<file path="config.mk">
export PLATFORM = sky130hd
export DESIGN_NAME = pipe_reg_ex2mem_skid
export DESIGN_NICKNAME = d
export VERILOG_FILES = /design/src/rtl/mips_pipe_pkg.sv /design/src/rtl/skid_buf.sv /design/src/rtl/pipe_reg_ex2mem_skid.sv
export SDC_FILE = /design/constraint.sdc
export NUM_CORES = 1
export LEC_CHECK = 0
export CORE_MARGIN = 4
export CORE_UTILIZATION = 40
export CTS_CLUSTER_DIAMETER = 40
export DETAILED_ROUTE_END_ITERATION = 10
export GPL_TIMING_DRIVEN = 0
export PLACE_DENSITY = 0.73
export SLEW_MARGIN = 5
export SYNTH_ARGS = -nofsm -noshare
export SYNTH_HDL_FRONTEND = slang
export SYNTH_SLANG_ARGS = --single-unit
</file>
<file path="constraint.sdc">
create_clock -name clk -period 7.14 [get_ports clk]
set_clock_uncertainty 0.15 [all_clocks]
set_input_delay 1.428 -clock clk [delete_from_list [all_inputs] [get_ports clk]]
set_output_delay 1.428 -clock clk [all_outputs]
set_load 0.02 [all_outputs]
</file>
<file path="src/rtl/mips_pipe_pkg.sv">
// Shared types for the MIPS pipeline registers: the EX/MEM payload layout
// and the state encoding used by every skid-buffered stage.
package mips_pipe_pkg;

    localparam int DATA_W_DEF = 32;
    localparam int ADDR_W_DEF = 5;

    // EX/MEM payload at the default datapath widths. Stages built with other
    // widths keep exactly this field order.
    typedef struct packed {
        logic [DATA_W_DEF-1:0] pc_next;
        logic                  memto_reg;
        logic                  reg_write;
        logic [ADDR_W_DEF-1:0] write_addr;
        logic [DATA_W_DEF-1:0] alu_result;
    } ex2mem_t;

    // Number of held entries is encoded directly by the state value.
    typedef enum logic [1:0] {
        EMPTY = 2'd0,
        ONE   = 2'd1,
        TWO   = 2'd2
    } skid_state_t;

    function automatic logic [1:0] state_occupancy(input skid_state_t s);
        logic [1:0] occ;
        occ = 2'd0;
        case (s)
            ONE:     occ = 2'd1;
            TWO:     occ = 2'd2;
            default: occ = 2'd0;
        endcase
        return occ;
    endfunction

endpackage

</file>
<file path="src/rtl/skid_buf.sv">
// Generic valid/ready stage with a head (main) register and an optional
// skid register, so in_ready can come straight from a flop.
module skid_buf
    import mips_pipe_pkg::*;
#(
    parameter int W    = 8,
    parameter bit SKID = 1'b1
) (
    input  logic         clk,
    input  logic         rst,
    input  logic         flush,
    input  logic         in_valid,
    output logic         in_ready,
    input  logic [W-1:0] in_data,
    output logic         out_valid,
    input  logic         out_ready,
    output logic [W-1:0] out_data,
    output logic [1:0]   occupancy
);

    skid_state_t  state_reg, state_next;
    logic [W-1:0] main_reg, main_next;
    logic [W-1:0] skid_reg, skid_next;
    logic         accept, consume;

    // Ready is flop-decoded with a skid entry, otherwise pass-through of out_ready.
    generate
        if (SKID) begin : g_skid
            assign in_ready = (state_reg != TWO);
        end else begin : g_single
            assign in_ready = (state_reg == EMPTY) | out_ready;
        end
    endgenerate

    assign accept    = in_valid & in_ready;
    assign out_valid = (state_reg != EMPTY);
    assign consume   = out_valid & out_ready;
    assign out_data  = main_reg;
    assign occupancy = state_occupancy(state_reg);

    // Next-state and register-load decisions; flush overrides everything.
    always_comb begin
        state_next = state_reg;
        main_next  = main_reg;
        skid_next  = skid_reg;
        case (state_reg)
            EMPTY: begin
                if (accept) begin
                    state_next = ONE;
                    main_next  = in_data;
                end
            end
            ONE: begin
                if (accept && consume) begin
                    main_next = in_data;
                end else if (accept) begin
                    // Only reachable with SKID=1: single-entry ready implies consume.
                    state_next = TWO;
                    skid_next  = in_data;
                end else if (consume) begin
                    state_next = EMPTY;
                end
            end
            TWO: begin
                if (consume) begin
                    state_next = ONE;
                    main_next  = skid_reg;
                end
            end
            default: state_next = EMPTY;
        endcase
        if (flush) begin
            state_next = EMPTY;
        end
    end

    // State and storage registers, cleared asynchronously on reset.
    always_ff @(posedge clk or posedge rst) begin
        if (rst) begin
            state_reg <= EMPTY;
            main_reg  <= '0;
            skid_reg  <= '0;
        end else begin
            state_reg <= state_next;
            main_reg  <= main_next;
            skid_reg  <= skid_next;
        end
    end

endmodule

</file>
<file path="src/rtl/pipe_reg_ex2mem_skid.sv">
// EX->MEM pipeline register: skid-buffered valid/ready stage carrying the
// EX/MEM payload, with bubble gating and optional $zero write suppression.
module pipe_reg_ex2mem_skid
    import mips_pipe_pkg::*;
#(
    parameter int DATA_W       = 32,
    parameter int ADDR_W       = 5,
    parameter int SKID         = 1,
    parameter int ZERO_WR_KILL = 1
) (
    input  logic              clk,
    input  logic              rst,
    input  logic              flush,
    input  logic              in_valid,
    output logic              in_ready,
    input  logic [DATA_W-1:0] PC_next_EX,
    input  logic              MemtoReg_EX,
    input  logic              RegWrite_EX,
    input  logic [ADDR_W-1:0] writeAddr_EX,
    input  logic [DATA_W-1:0] ALU_result_EX,
    output logic              out_valid,
    input  logic              out_ready,
    output logic [DATA_W-1:0] PC_next_MEM,
    output logic              MemtoReg_MEM,
    output logic              RegWrite_MEM,
    output logic [ADDR_W-1:0] writeAddr_MEM,
    output logic [DATA_W-1:0] ALU_result_MEM,
    output logic [1:0]        occupancy
);

    // Same field order as ex2mem_t, sized by this instance's parameters.
    typedef struct packed {
        logic [DATA_W-1:0] pc_next;
        logic              memto_reg;
        logic              reg_write;
        logic [ADDR_W-1:0] write_addr;
        logic [DATA_W-1:0] alu_result;
    } payload_t;

    payload_t in_pl, head_pl;
    logic     zero_dst;

    assign in_pl.pc_next    = PC_next_EX;
    assign in_pl.memto_reg  = MemtoReg_EX;
    assign in_pl.reg_write  = RegWrite_EX;
    assign in_pl.write_addr = writeAddr_EX;
    assign in_pl.alu_result = ALU_result_EX;

    skid_buf #(
        .W    ($bits(payload_t)),
        .SKID (SKID != 0)
    ) u_skid (
        .clk       (clk),
        .rst       (rst),
        .flush     (flush),
        .in_valid  (in_valid),
        .in_ready  (in_ready),
        .in_data   (in_pl),
        .out_valid (out_valid),
        .out_ready (out_ready),
        .out_data  (head_pl),
        .occupancy (occupancy)
    );

    generate
        if (ZERO_WR_KILL != 0) begin : g_zero_kill
            assign zero_dst = (head_pl.write_addr == '0);
        end else begin : g_no_kill
            assign zero_dst = 1'b0;
        end
    endgenerate

    // Write-enable controls read 0 for bubbles so MEM/WB never act on stale data.
    assign PC_next_MEM    = head_pl.pc_next;
    assign writeAddr_MEM  = head_pl.write_addr;
    assign ALU_result_MEM = head_pl.alu_result;
    assign MemtoReg_MEM   = out_valid & head_pl.memto_reg;
    assign RegWrite_MEM   = out_valid & head_pl.reg_write & ~zero_dst;

endmodule

</file>
==> impl_metrics.ini, run 1 <==
[logic_synthesis]
syn_inst = 468
ys_types = 23
postSynthAreaPerCell_um2 = 14.6
yosys-top-cells-count = 155 x mux2_2, 144 x dfrtp_1, 77 x buf_4, 58 x mux2_1, 9 x buf_2
post-synth-top-area-cell = dfrtp_1
async_reset_ff_frac = 1.00
ys_warn_count = 0
synth_seq_cells = 144
synth_most_common_cell = mux2_2
syn_area_mm2 = 0.00683
synthDominantCellAreaShare = 0.528
yosys-top-cells-area = dfrtp_1 53%, mux2_2 26%, mux2_1 9.6%
synth_edf_count = 0
synth_fp_nets = 544
yosysSeqAreaShare = 0.528
synthFlopType = dfrtp_1

[sta]
worst_pin_slew_ns = 0.573
whs_ns = 0.351
finalHoldViolCount = 0
period_minus_slack_ns = 3.70
finalCritPeriodShare = 0.518
setup-violations-final = 0
maxSlewViolCount = 0
max_clock_freq_mhz = 270
rsz0062_at_grt = no
relSlewSlack = 0.618

[setup_path]
path_buf_inv = 4
critPathLaunchType = flip-flop
path_cells = nand2b_1 -> buf_4 -> inv_4 -> buf_6 -> clkdlybuf4s50_1
critical_path.top_delay_family = buffers and inverters
crit_fanout = 10
max_stage_delay_ns = 0.62
required_ns = 5.56
endpoint_kind = output port
cp.arrival_ns = 2.12
cp_slowest_cell = clkdlybuf4s50_1
critPathKind = flip-flop to output port

[clocking]
cts_buffers = 17
cts-root-buf = clkbuf_16
post_cts_buffers = 0
hold_buffers = 0
cts_tree = yes
clockBufferDepth = 2
numClockSinks = 144
insertion_delay_ns = 0.41
post_cts_resized = 0
h-tree-depth = 4
path_clk_slew_ns = 0.06

[placement]
placed_cell_area_mm2 = 0.00863
dp_hpwl_um = 10200
place_inst = 839
io_buffers = 150
gp_congestion = 0.713

[routing]
via_per_inst = 4.66
wire_per_inst_um = 16.4
antenna_left = 0
drt-pass1-iter-count = 4
drcViolationCount = 0
drt_iter0_markers = 100
wirelength_um = 14300
vias = 4062

[layout]
utilization = 0.557
area_growth_pct = 35.9
final_cell_area_mm2 = 0.00928
drive_gt1_frac = 0.436
instances_no_fill = 871
fill_cells = 1357
multiInputGateArea_mm2 = 0.00252
n_antenna_cell = 0
nets = 714
area.sequential_mm2 = 0.00360

[floorplan]
core_area_mm2 = 0.0166
start_util = 0.410
die_w_um = 139
io_pins = 151
dieArea_mm2 = 0.0192
placementRows = 47
fp.dieH_um = 139

[flow_run]
cap_violations = 0

[outcome]
status = finished, final reports clean

[pwr]
p_total_uw = 2660
p_leak_uw = 0.00396
ir_worst_vdd_mv = 0.178
p_per_area_mw_per_mm2 = 287

[global_route]
antenna_found_initial = 0
gr-usage-met1 = 0.178
grt_pass1_vias = 4642
grt_usage = 0.153
top_usage_layer = met2
grt_pass1_wl_um = 23800
grt_max_degree = 85
gr-total-overflow = 0
gr-usage-met3 = 0.0762
grt_util_met2 = 0.254

[min_path]
hp-class = flip-flop to flip-flop
per-stage QoR:
stage / TNS, ns / setup slack (ns)
4_1_cts: 0 / 3.39
3_3_place_gp: -22.94 / -0.171
3_5_place_dp: 0 / 3.51
2_1_floorplan: 0 / 1.70
5_1_grt: 0 / 3.32
6_report: 0 / 3.44
area by class of cell:
cell class | instances | share of cell area
Clock inverter | 9 | 0.0166
Inverter | 2 | 0.00162
Timing Repair Buffer | 151 | 0.165
Sequential cell | 144 | 0.388
Buffer | 92 | 0.0745
Multi-Input combinational cell | 230 | 0.272
Tap cell | 220 | 0.0297
Clock buffer | 23 | 0.0526
placed cells by master (no fill, tap or decap):
cell type / count
clkinvlp_4: 2
clkinv_2: 2
o311a_1: 1
clkbuf_1: 2
mux2i_1: 1
and3b_1: 1
mux2_1: 58
o21ba_2: 1
clkinv_4: 1
clkdlybuf4s50_1: 150
bufinv_16: 4
or3b_2: 1
nand2b_1: 1
mux2_2: 155
inv_4: 1
dfrtp_1: 144
o2bb2ai_2: 1
a21oi_1: 2
buf_16: 1
or3_1: 1
clkbuf_8: 4
nor2_1: 1
inv_6: 1
clkbuf_16: 17
and2_1: 1
buf_6: 6
buf_2: 9
or2_2: 1
nor2b_1: 2
buf_4: 77
nand2_1: 1
nor3_1: 1
worst register-to-register path: stages (launching register included):
cell,delay [ns]
dfrtp_1,0.44
nor2b_1,0.25
and3b_1,0.19
buf_2,0.21
buf_2,0.32
mux2_2,0.38
report_power, final:
part / internal, uW / switching [uW] / leakage [uW]
combinational: 389 / 239 / 0.00194
clock: 622 / 333 / 0.000309
sequential: 993 / 87.7 / 0.00171
path summary, 6_finish.rpt:
check | from | end | slack, ns | depth (start not counted)
setup / recovery | u_skid.state_reg[0] | occupancy[1] | 3.44 | 5
hold / removal | u_skid.skid_reg[41] | u_skid.skid_reg[41] | 0.35 | 1
setup reg to reg | u_skid.state_reg[1] | u_skid.skid_reg[46] | 5.09 | 5
hold reg to reg | u_skid.skid_reg[41] | u_skid.skid_reg[41] | 0.35 | 1
max in group asynchronous | rst | u_skid.skid_reg[66] | 4.72 | 3
min in group asynchronous | rst | u_skid.skid_reg[25] | 1.30 | 2
metal layers:
metal	vias to the layer above	routed length (um)	share of wire
met5	-	0	0
met4	0	130	0.0091
met3	14	1300	0.091
met2	111	7080	0.50
met1	2027	5770	0.40
li1	1910	-	-
logic make-up after synthesis:
kind of cell	share of synthesized area
multiplexers	0.353
flip-flops	0.528
buffers and inverters	0.103
AND/OR/NAND/NOR	0.00990
AO/OA/AOI/OAI	0.00660
(Power assumes the default switching activity.)
==> run 2: changes to the inputs <==
==> constraint.sdc (replaced) <==
create_clock -name clk -period 3.9 [get_ports clk]
set_clock_uncertainty 0.15 [all_clocks]
set_input_delay 0.78 -clock clk [delete_from_list [all_inputs] [get_ports clk]]
set_output_delay 0.78 -clock clk [all_outputs]
set_load 0.02 [all_outputs]
==> run 2 against run 1 <==
Wire length decreased by 2.6%; sequential share of layout area decreased by 0.058 points; total power increased by 81%; first-iteration DRC count decreased by 34%; critical path depth unchanged; worst setup slack got worse by 2.6 ns; register-to-register slack got worse by 3.3 ns; global-route usage decreased by 0.43 points; utilization increased by 0.083 points; critical endpoint unchanged; highest routed layer unchanged.
==> impl_metrics.ini, run 2 (synthesized netlist as in run 1, its figures left out) <==
[pwr]
p_total_uw = 4820
p_sw_uw = 1190
ir_worst_vdd_mv = 0.289
p_per_area_mw_per_mm2 = 519
p_leak_uw = 0.00397
p_int_uw = 3620
pwr-share-seq = 0.411
pwr-share-comb = 0.238
clkPwrFrac = 0.351
p_sw_frac = 0.248

[floorplan]
start_util = 0.410
core_area_mm2 = 0.0166
fp.dieH_um = 139
io_pins = 151
dieArea_mm2 = 0.0192
placementRows = 47
die_w_um = 139

[setup_path]
cp.arrival_ns = 2.10
critPathKind = flip-flop to output port
max_stage_delay_ns = 0.62
crit_fanout = 10
r2r_setup_slack_ns = 1.81
r2r-end = u_skid.out_data[28]
path_buf_inv = 4
required_ns = 2.97
endpoint_kind = output port
cp_slowest_cell = clkdlybuf4s50_1
critPathLaunchType = flip-flop
crit_start = u_skid.state_reg[0]
critical_path.top_delay_family = buffers and inverters
path_cells = nand2b_1 -> buf_4 -> inv_4 -> buf_6 -> clkdlybuf4s50_1
r2r-start = u_skid.state_reg[1]
reg2reg_depth = 4

[sta]
finalCritPeriodShare = 0.778
worst_pin_slew_ns = 0.637
rsz0062_at_grt = no
period_minus_slack_ns = 3.03
finalHoldViolCount = 0
maxSlewViolCount = 0
relSlewSlack = 0.574
finalWorstSetupSlack_ns = 0.867
setup_tns_ns = 0
max_clock_freq_mhz = 330
setup-violations-final = 0

[flow_run]
cap_violations = 0

[clocking]
insertion_delay_ns = 0.41
cts_tree = yes
cts-root-buf = clkbuf_16
post_cts_resized = 0
post_cts_buffers = 0
numClockSinks = 144
h-tree-depth = 4
path_clk_slew_ns = 0.06
clockBufferDepth = 2
hold_buffers = 0
cts_buffers = 17

[global_route]
grt_max_degree = 42
grt_pass1_vias = 4693
grt_usage = 0.149
antenna_found_initial = 0
gr-total-overflow = 0
grt_pass1_wl_um = 23400

[routing]
wirelength_um = 13900
drt_iter0_markers = 66
vias = 4065
drt-pass1-iter-count = 4
drcViolationCount = 0
wire_per_inst_um = 15.9
antenna_left = 0
via_per_inst = 4.66

[placement]
dp_hpwl_um = 10200
dp_slack_ns = 0.839
io_buffers = 150
gp_congestion = 0.735
place_inst = 841

[min_path]
holdPathStages = 1
hold_path.startpoint = u_skid.skid_reg[5]
worstHoldEndpoint = u_skid.skid_reg[5]
hp-class = flip-flop to flip-flop

[layout]
fill_cells = 1367
final_cell_mix = 155 x mux2_2, 150 x clkdlybuf4s50_1, 144 x dfrtp_1
nets = 716
n_antenna_cell = 0
instances_no_fill = 872
area_growth_pct = 36.1
drive_gt1_frac = 0.439
utilization = 0.558
layout_commonest_cell = mux2_2

[outcome]
status = finished, final reports clean
[run 2: cell types whose count changed in the layout (fill, tap and decap cells not counted), sizes merged]
cell / previous run / this run
buf: 93 / 95
bufinv: 4 / 3
clkinv: 3 / 4
clkinvlp: 2 / 1
[run 2: worst max path at each step]
stage / depth (start not counted) / slack [ns] / end
finish: 5 / 0.87 / occupancy[1]
global route: 5 / 0.72 / occupancy[1]
CTS: 5 / 0.80 / occupancy[1]
detailed placement: 5 / 0.84 / u_skid.out_data[12]
global placement: 2 / -0.06 / u_skid.skid_reg[63]
floorplan: 1 / 1.16 / u_skid.out_data[0]
[run 2: per-stage QoR]
stage | area [um2] | hold slack (ns)
2_1_floorplan | 6830 | 0.322
3_3_place_gp | 8610 | 0.335
3_5_place_dp | 8670 | 0.343
4_1_cts | 9290 | 0.357
5_1_grt | 9290 | 0.362
6_report | 9290 | 0.355
[run 2: per-layer routing]
metal  wire (um)  vias to the layer above  GRT usage
met5           0                        -          0
met1        5900                     2032      0.174
met3         957                       16     0.0579
li1            -                     1915          -
met2        6900                      102      0.256
met4         149                        0     0.0433
[run 2: cell type report]
| type | instances | area, um2 | area share |
|---|---|---|---|
| clock buffer | 23 | 498 | 0.0536 |
| buffer | 92 | 691 | 0.0743 |
| clock inverter | 8 | 126 | 0.0136 |
| timing repair buffer | 153 | 1560 | 0.168 |
| tap | 220 | 275 | 0.0296 |
| inverter | 2 | 13.8 | 0.00148 |
| multi-input combinational | 230 | 2520 | 0.271 |
| sequential | 144 | 3600 | 0.388 |
[run 2: power groups by stage]
stage	clock network, uW	registers, uW	logic [uW]
CTS	1740	1980	1170
floorplan	0	1950	757
finish	1690	1980	1150
global placement	0	1980	1130
global route	1800	2020	1240
detailed placement	0	2010	1170
==> run 3: changes to the inputs <==
--- a/config.mk
+++ b/config.mk
@@ -10,7 +10,7 @@
 export CTS_CLUSTER_DIAMETER = 40
 export DETAILED_ROUTE_END_ITERATION = 10
 export GPL_TIMING_DRIVEN = 0
-export PLACE_DENSITY = 0.73
+export PLACE_DENSITY = 0.75
 export SLEW_MARGIN = 5
 export SYNTH_ARGS = -nofsm -noshare
 export SYNTH_HDL_FRONTEND = slang
==> constraint.sdc (replaced) <==
create_clock -name clk -period 2.7 [get_ports clk]
set_clock_uncertainty 0.15 [all_clocks]
set_input_delay 0.54 -clock clk [delete_from_list [all_inputs] [get_ports clk]]
set_output_delay 0.54 -clock clk [all_outputs]
set_load 0.02 [all_outputs]
==> run 3 against run 2 <==
Combinational power up 44%; total power up 40%; design area is 0.43% lower; clock power grew 32%; worst setup slack worse by 0.74 ns; cell count up 0.23%; wire length increased by 0.27%; via count increased by 1.2%.
==> impl_metrics.ini, run 3 (synthesized netlist as in run 1, its figures left out) <==
[clocking]
post_cts_resized = 3
cts_buffers = 17
numClockSinks = 144
clockBufferDepth = 2
cts-root-buf = clkbuf_16
cts_tree = yes
hold_buffers = 0
path_clk_slew_ns = 0.06
post_cts_buffers = 0
h-tree-depth = 4
insertion_delay_ns = 0.41

[pwr]
clkPwrFrac = 0.330
p_sw_uw = 1770
p_leak_uw = 0.00397
pwr-share-comb = 0.247
p_per_area_mw_per_mm2 = 729
p_int_uw = 4970
ir_worst_vdd_mv = 0.384
pwr-share-seq = 0.423
p_sw_frac = 0.262

[floorplan]
start_util = 0.410
fp.dieH_um = 139
io_pins = 151
core_area_mm2 = 0.0166
dieArea_mm2 = 0.0192
die_w_um = 139
placementRows = 47

[layout]
area_growth_pct = 35.5
final_cell_mix = 155 x mux2_2, 146 x clkdlybuf4s50_1, 144 x dfrtp_1
nets = 717
area.sequential_mm2 = 0.00360
layout_commonest_cell = mux2_2
multiInputGateArea_mm2 = 0.00252
drive_gt1_frac = 0.442
fill_cells = 1377
n_antenna_cell = 0
utilization = 0.556

[sta]
finalWorstSetupSlack_ns = 0.127
rsz0062_at_grt = no
finalHoldViolCount = 0
relSlewSlack = 0.605
period_minus_slack_ns = 2.57
worst_pin_slew_ns = 0.588
maxSlewViolCount = 0
max_clock_freq_mhz = 389
setup-violations-final = 0
setup_tns_ns = 0
finalCritPeriodShare = 0.953

[setup_path]
critPathKind = flip-flop to output port
endpoint_kind = output port
critPathLaunchType = flip-flop
cp.arrival_ns = 1.88
crit_fanout = 10
required_ns = 2.01

[global_route]
grt_pass1_wl_um = 22900
antenna_found_initial = 0
grt_usage = 0.148
grt_max_degree = 41
grt_pass1_vias = 4496
gr-total-overflow = 0

[flow_run]
cap_violations = 0

[placement]
dp_slack_ns = -0.121
dp_hpwl_um = 10200
io_buffers = 150
gp_congestion = 0.720

[routing]
wire_per_inst_um = 16.0
drt_iter0_markers = 119
vias = 4112
antenna_left = 0
wirelength_um = 13900
via_per_inst = 4.70
drt-pass1-iter-count = 4
drcViolationCount = 0

[outcome]
status = finished, final reports clean

[min_path]
hp-class = input port to async pin
[run 3: final cells by class]
class / count / share of cell area
plain buffers: 92 / 0.0747
clock buffers: 19 / 0.0490
clock inverters: 13 / 0.0122
inverters: 2 / 0.00149
multi-input cells: 230 / 0.273
flip-flops and latches: 144 / 0.390
well taps: 220 / 0.0298
repair buffers: 154 / 0.171
[run 3: path summary, 6_finish.rpt]
path	slack, ns	start	cells after the start	endpoint
worst min register to register	0.35	u_skid.skid_reg[31]	1	u_skid.skid_reg[31]
min in group clk	0.35	u_skid.skid_reg[31]	1	u_skid.skid_reg[31]
max in group asynchronous	1.33	rst	4	u_skid.out_data[43]
worst min-delay path	0.34	rst	2	u_skid.out_data[3]
worst max register to register	0.61	u_skid.state_reg[1]	5	u_skid.skid_reg[33]
worst max-delay path	0.13	u_skid.state_reg[0]	5	occupancy[1]
[run 3: power by group through the flow]
stage                     clock network [uW]  registers [uW]  logic, uW
after floorplan                            0            2820       1090
after global placement                     0            2860       1630
after detailed placement                   0            2890       1690
after CTS                               2290            2860       1700
after global routing                    2390            2910       1780
final                                   2230            2850       1660
[run 3: metal layers]
layer  GRT usage  routed length, um  vias up
met1       0.177               6000     2066
met2       0.248               6840      105
met5           0                  0        -
met4      0.0515                199        0
met3      0.0566                903       16
li1            -                  -     1925
[run 3: worst max-delay path: stages (launching register included)]
cell and delay, ns:
dfrtp_1 0.45, nand2b_1 0.18, buf_4 0.17, inv_4 0.13
buf_6 0.18, dlygate4sd2_1 0.35
[run 3: stage by stage]
step | hold WS, ns | instance area [um2] | std cells | power (uW)
after floorplan | 0.322 | 6830 | 468 | 3910
after global placement | 0.335 | 8610 | 838 | 4490
after detailed placement | 0.342 | 8690 | 842 | 4590
after CTS | 0.327 | 9250 | 874 | 6850
after global routing | 0.350 | 9250 | 874 | 7080
final | 0.343 | 9250 | 874 | 6750
